===== src/rtl/instr_encoder.sv =====
// RV32I instruction assembler for the boot/test loader: encodes R/LD/S/SB requests
// into 32-bit words and streams them to instruction memory, ending with a self-loop.
module instr_encoder #(
    parameter int ADDR_W = 10,
    parameter int BASE   = 0,
    parameter int DEPTH  = 256
) (
    input  logic              clk,
    input  logic              rst_n,
    input  logic              start,
    input  logic              req_valid,
    output logic              req_ready,
    input  logic [1:0]        req_class,
    input  logic [4:0]        rd,
    input  logic [4:0]        rs1,
    input  logic [4:0]        rs2,
    input  logic [2:0]        funct3,
    input  logic [6:0]        funct7,
    input  logic [12:0]       imm,
    input  logic              seal,
    output logic              out_valid,
    input  logic              out_ready,
    output logic [ADDR_W-1:0] out_addr,
    output logic [31:0]       out_data,
    output logic [ADDR_W-1:0] count,
    output logic              full,
    output logic              done,
    output logic              err_misalign
);

    localparam int          CW        = $clog2(DEPTH + 1);
    localparam logic [31:0] TERM_WORD = 32'h0000_0063;

    typedef enum logic [1:0] {S_IDLE = 2'd0, S_RUN = 2'd1, S_TERM = 2'd2, S_DONE = 2'd3} state_t;

    function automatic logic [31:0] encode(input logic [1:0] cls, input logic [4:0] f_rd,
                                           input logic [4:0] f_rs1, input logic [4:0] f_rs2,
                                           input logic [2:0] f3, input logic [6:0] f7,
                                           input logic [12:0] im);
        logic [31:0] w;
        case (cls)
            2'b00:   w = {f7, f_rs2, f_rs1, f3, f_rd, 7'b0110011};
            2'b01:   w = {im[11:0], f_rs1, f3, f_rd, 7'b0000011};
            2'b10:   w = {im[11:5], f_rs2, f_rs1, f3, im[4:0], 7'b0100011};
            2'b11:   w = {im[12], im[10:5], f_rs2, f_rs1, f3, im[4:1], im[11], 7'b1100011};
            default: w = 32'h0000_0000;
        endcase
        return w;
    endfunction

    state_t              state_q, state_d;
    logic                out_valid_q, out_valid_d;
    logic [ADDR_W-1:0]   out_addr_q, out_addr_d;
    logic [31:0]         out_data_q, out_data_d;
    logic [ADDR_W-1:0]   next_addr_q, next_addr_d;
    logic [ADDR_W-1:0]   count_q, count_d;
    logic [CW-1:0]       loaded_q, loaded_d;
    logic                full_q, full_d;
    logic                done_q, done_d;
    logic                err_q, err_d;
    logic                seal_pend_q, seal_pend_d;

    logic out_free_s, out_hs_s, seal_req_s;
    logic req_ready_s, req_fire_s, seal_fire_s, start_fire_s;

    assign out_free_s = !out_valid_q || out_ready;
    assign out_hs_s   = out_valid_q && out_ready;
    // A seal pulse that arrives while the output is stalled is remembered until it can fire.
    assign seal_req_s = seal || seal_pend_q;

    // FSM state register.
    always_ff @(posedge clk) begin
        if (!rst_n) begin
            state_q <= S_IDLE;
        end else begin
            state_q <= state_d;
        end
    end

    // FSM next-state logic.
    always_comb begin
        state_d = state_q;
        case (state_q)
            S_IDLE:  if (start_fire_s) state_d = S_RUN;  else state_d = S_IDLE;
            S_RUN:   if (seal_fire_s)  state_d = S_TERM; else state_d = S_RUN;
            S_TERM:  if (out_hs_s)     state_d = S_DONE; else state_d = S_TERM;
            S_DONE:  if (start_fire_s) state_d = S_RUN;  else state_d = S_DONE;
            default: state_d = S_IDLE;
        endcase
    end

    // FSM outputs: handshake and load strobes; seal outranks a simultaneous request.
    always_comb begin
        start_fire_s = start && ((state_q == S_IDLE) || (state_q == S_DONE));
        seal_fire_s  = (state_q == S_RUN) && seal_req_s && out_free_s;
        req_ready_s  = (state_q == S_RUN) && !full_q && out_free_s && !seal_req_s;
        req_fire_s   = req_valid && req_ready_s;
    end

    // Datapath next-state: output register, address, counters and sticky flags.
    always_comb begin
        out_valid_d = out_valid_q;
        out_addr_d  = out_addr_q;
        out_data_d  = out_data_q;
        next_addr_d = next_addr_q;
        count_d     = count_q;
        loaded_d    = loaded_q;
        full_d      = full_q;
        done_d      = done_q;
        err_d       = err_q;
        seal_pend_d = seal_pend_q;
        if (start_fire_s) begin
            next_addr_d = ADDR_W'(BASE);
            count_d     = {ADDR_W{1'b0}};
            loaded_d    = {CW{1'b0}};
            full_d      = 1'b0;
            done_d      = 1'b0;
            err_d       = 1'b0;
            seal_pend_d = 1'b0;
        end else begin
            if (out_hs_s) begin
                count_d     = count_q + ADDR_W'(1);
                out_valid_d = 1'b0;
            end else begin
                out_valid_d = out_valid_q;
            end
            if (req_fire_s || seal_fire_s) begin
                out_valid_d = 1'b1;
                out_addr_d  = next_addr_q;
                next_addr_d = next_addr_q + ADDR_W'(4);
                out_data_d  = seal_fire_s ? TERM_WORD
                                          : encode(req_class, rd, rs1, rs2, funct3, funct7, imm);
            end else begin
                out_data_d  = out_data_q;
            end
            if (req_fire_s) begin
                loaded_d = loaded_q + CW'(1);
                if (loaded_q == CW'(DEPTH - 2)) full_d = 1'b1; else full_d = full_q;
                if ((req_class == 2'b11) && imm[0]) err_d = 1'b1; else err_d = err_q;
            end else begin
                loaded_d = loaded_q;
            end
            if (seal_fire_s) begin
                seal_pend_d = 1'b0;
            end else if ((state_q == S_RUN) && seal) begin
                seal_pend_d = 1'b1;
            end else begin
                seal_pend_d = seal_pend_q;
            end
            if ((state_q == S_TERM) && out_hs_s) done_d = 1'b1; else done_d = done_q;
        end
    end

    // Datapath registers with synchronous reset.
    always_ff @(posedge clk) begin
        if (!rst_n) begin
            out_valid_q <= 1'b0;
            out_addr_q  <= {ADDR_W{1'b0}};
            out_data_q  <= 32'h0000_0000;
            next_addr_q <= ADDR_W'(BASE);
            count_q     <= {ADDR_W{1'b0}};
            loaded_q    <= {CW{1'b0}};
            full_q      <= 1'b0;
            done_q      <= 1'b0;
            err_q       <= 1'b0;
            seal_pend_q <= 1'b0;
        end else begin
            out_valid_q <= out_valid_d;
            out_addr_q  <= out_addr_d;
            out_data_q  <= out_data_d;
            next_addr_q <= next_addr_d;
            count_q     <= count_d;
            loaded_q    <= loaded_d;
            full_q      <= full_d;
            done_q      <= done_d;
            err_q       <= err_d;
            seal_pend_q <= seal_pend_d;
        end
    end

    assign req_ready    = req_ready_s;
    assign out_valid    = out_valid_q;
    assign out_addr     = out_addr_q;
    assign out_data     = out_data_q;
    assign count        = count_q;
    assign full         = full_q;
    assign done         = done_q;
    assign err_misalign = err_q;

endmodule


===== config.mk =====
export PLATFORM = sky130hd
export DESIGN_NAME = instr_encoder
export DESIGN_NICKNAME = d
export VERILOG_FILES = /design/src/rtl/instr_encoder.sv
export SDC_FILE = /design/constraint.sdc
export NUM_CORES = 1
export LEC_CHECK = 0
export CORE_UTILIZATION = 40
export CTS_BUF_LIST = sky130_fd_sc_hd__clkbuf_8 sky130_fd_sc_hd__clkbuf_16
export CTS_CLUSTER_DIAMETER = 200
export DETAILED_ROUTE_END_ITERATION = 10
export PLACE_DENSITY_LB_ADDON = 0.2
export SYNTH_ARGS = -nofsm -noshare
export SYNTH_HDL_FRONTEND = slang
export SYNTH_SLANG_ARGS = --single-unit
export TNS_END_PERCENT = 10

===== constraint.sdc =====
create_clock -name clk -period 4.8 [get_ports clk]
set_clock_uncertainty 0.2 [all_clocks]
set_input_delay 1.44 -clock clk [delete_from_list [all_inputs] [get_ports clk]]
set_output_delay 1.44 -clock clk [all_outputs]
set_load 0.02 [all_outputs]

==> results_dict.tcl <==
set metrics [dict create \
    drtAntennaViolNets 0 \
    slew_headroom 0.404 \
    peakVddDrop_mv 0.168 \
    clock-sinks 71 \
    worstSetupStartpointType "input port" \
    async_reset_ff_frac 0 \
    yosysUniqueCellTypes 48 \
    ys_seq_area_frac 0.444 \
    min_from "out_data[29]" \
    finalCritPeriodShare 0.950 \
    grt_pass1_vias 2677 \
    ys_seq_elements 71 \
    min_to "out_data[29]" \
    fin_hold_ws_ps 269 \
    finalHoldViolCount 0 \
    die_x_um 91.4 \
    holdBufCountCts 0 \
    cp-startpoint "out_ready" \
    grt_use_total 0.190 \
    worst_pin_slew_ps 893 \
    pwr-share-clk 0.419 \
    routed_wl_um 7430 \
    drv_slew 0 \
    vias 2804 \
    status "complete, no violations" \
    h-tree-depth 3 \
    layout-drive-gt1-share 0.0625 \
    leakage_uw 0.00153 \
    p_per_area_nw_per_um2 312 \
    clk_pin_slew_worst_paths_ps 80 \
    synth_flop_cell "dfxtp_1" \
    totalNegativeSetupSlack_ps 0 \
    area.growth.synth_to_final_pct 39.1 \
    numPortBuffers 98 \
    clockBufferDepth 2 \
    synth_area_um2 3200 \
    grt-ovfl-total 0 \
    synth_edf_count 0 \
    critPathKind "input port to output port" \
    crit_arrival_ps 2920 \
    vias_per_cell 5.10 \
    dp_hpwl_um 5280 \
    reg2reg_slack_ps 2510 \
    crit_path_end_kind "output port" \
    routedWlPerCell_um 13.5 \
    required_ps 3160 \
    min_path_type "flop to flop" \
    swShare 0.244 \
    cts_tree "built" \
    synth.area.top_cells "dfxtp_1, mux2i_1, nand3_1" \
    dieArea_um2 8360 \
    cts_resized 0 \
    synth_area_per_cell_um2 9.09 \
    setup_viol 0 \
    grt_max_degree 45 \
    p_sw_uw 338 \
    post_cts_buffers 0 \
    ys_warn_count 0 \
    clk_latency_ps 340 \
    numCtsBuffers 9 \
    place_congestion 0.704 \
    hold_depth 1 \
    grt_first_pass_wirelength_um 12700 \
    dr.pass1.iters 4 \
    drt_iter0_drc 102 \
    cp_max_fo 2 \
    design.core.area_um2 7730 \
    route.detailed.drc 0 \
    cts-root-buf "clkbuf_8" \
    rsz0062_at_grt "no" \
    worst-r2r-cell-count 5 \
    combinationalPowerShare 0.138 \
    layout_common_cells "clkdlybuf4s50_1, dfxtp_1, nand2_1" \
    internal_power_uw 1050 \
    fmax_ghz 0.219 \
    start_util 0.414 \
    min_period_ps 4560 \
    ios 103 \
    syn_inst 352 \
    final_common_cell "clkdlybuf4s50_1" \
    synth.top_cell.area_share 0.444 \
    grt_antenna_before_repair 0 \
    power_frac_seq 0.443 \
    netlist.top_cell.by_area "dfxtp_1" \
    reg2reg_to "loaded_q[1]" \
    fin_nets 497 \
    drv_cap 0 \
    r2r_start "state_q[0]" \
    rows 32 \
    die_h_um 91.4 \
    diodes 0 \
]
==> power by group through the flow <==
stage | logic (uW) | clock network, uW | registers [uW]
2_1_floorplan | 99.7 | 0 | 641
5_1_grt | 209 | 623 | 618
4_1_cts | 193 | 595 | 616
3_5_place_dp | 192 | 0 | 629
3_3_place_gp | 190 | 0 | 629
6_report | 191 | 581 | 615
==> through the flow <==
step           power (uW)   util  std cells  worst slack, ps  area (um^2)
6_report             1390  0.576        550              242         4450
5_1_grt              1450  0.576        550              171         4450
4_1_cts              1400  0.576        550              220         4450
3_5_place_dp          821  0.544        534              243         4200
3_3_place_gp          818  0.544        534              218         4200
2_1_floorplan         740      -        355              778         3210
==> Yosys cell counts (4+ instances only) <==
cell	number
a21oi_1	15
nand2_1	36
mux2i_1	18
buf_2	6
and3_1	4
clkbuf_1	10
dfxtp_1	71
nor4_1	4
nand3_1	30
xor2_1	5
nand4_1	6
nor3_1	5
ha_1	8
xnor2_1	7
o21ai_0	26
nor2_1	22
o31ai_1	5
inv_1	8
or3_1	7
o21a_1	7
o2bb2ai_1	13
buf_4	7
==> how the worst max path moves through the flow <==
stage,to,slack (ps),cells after the start
after CTS,req_ready,220,5
final,req_ready,240,5
after global routing,req_ready,170,5
after detailed placement,req_ready,240,5
after global placement,req_ready,220,5
after floorplan,req_ready,780,5
==> cells by family after synthesis <==
| kind of cell | after synthesis | share of synthesized area |
|---|---|---|
| AO/OA/AOI/OAI | 81 | 0.178 |
| XOR/XNOR | 12 | 0.0329 |
| adder cells (fa/ha/maj) | 8 | 0.0313 |
| buffers and inverters | 35 | 0.0595 |
| flip-flops | 71 | 0.444 |
| multiplexers | 19 | 0.0599 |
| other | 1 | 0.00117 |
| AND/OR/NAND/NOR | 125 | 0.192 |
==> registers in the layout, summed over array words and instances (netlist names), 2 cells and up <==
signal	flops
count	10
loaded_q	9
next_addr_q	8
out_addr	8
out_data	29
state_q	2
==> routing by layer <==
| metal | wire, um | global-route usage | up-vias |
|---|---|---|---|
| met5 | 0 | 0 | - |
| met4 | 145 | 0.0847 | 0 |
| met3 | 372 | 0.0511 | 11 |
| met2 | 3580 | 0.318 | 57 |
| met1 | 3330 | 0.228 | 1304 |
| li1 | - | - | 1432 |
==> cell type report <==
class	instances	area [um^2]
Inverter	8	30.0
Clock buffer	10	138
Multi-Input combinational cell	249	1600
Timing Repair Buffer	104	1030
Clock inverter	6	108
Sequential cell	71	1420
Tap cell	102	128
Fill cell	706	3280
==> worst max-delay path, cell delays in order <==
cell	delay, ps
clkdlybuf4s50_1	480
nand2b_4	120
nand2_1	70
nor3_1	180
clkdlybuf4s50_1	620
Note: power is estimated with default switching activity, not from simulation.
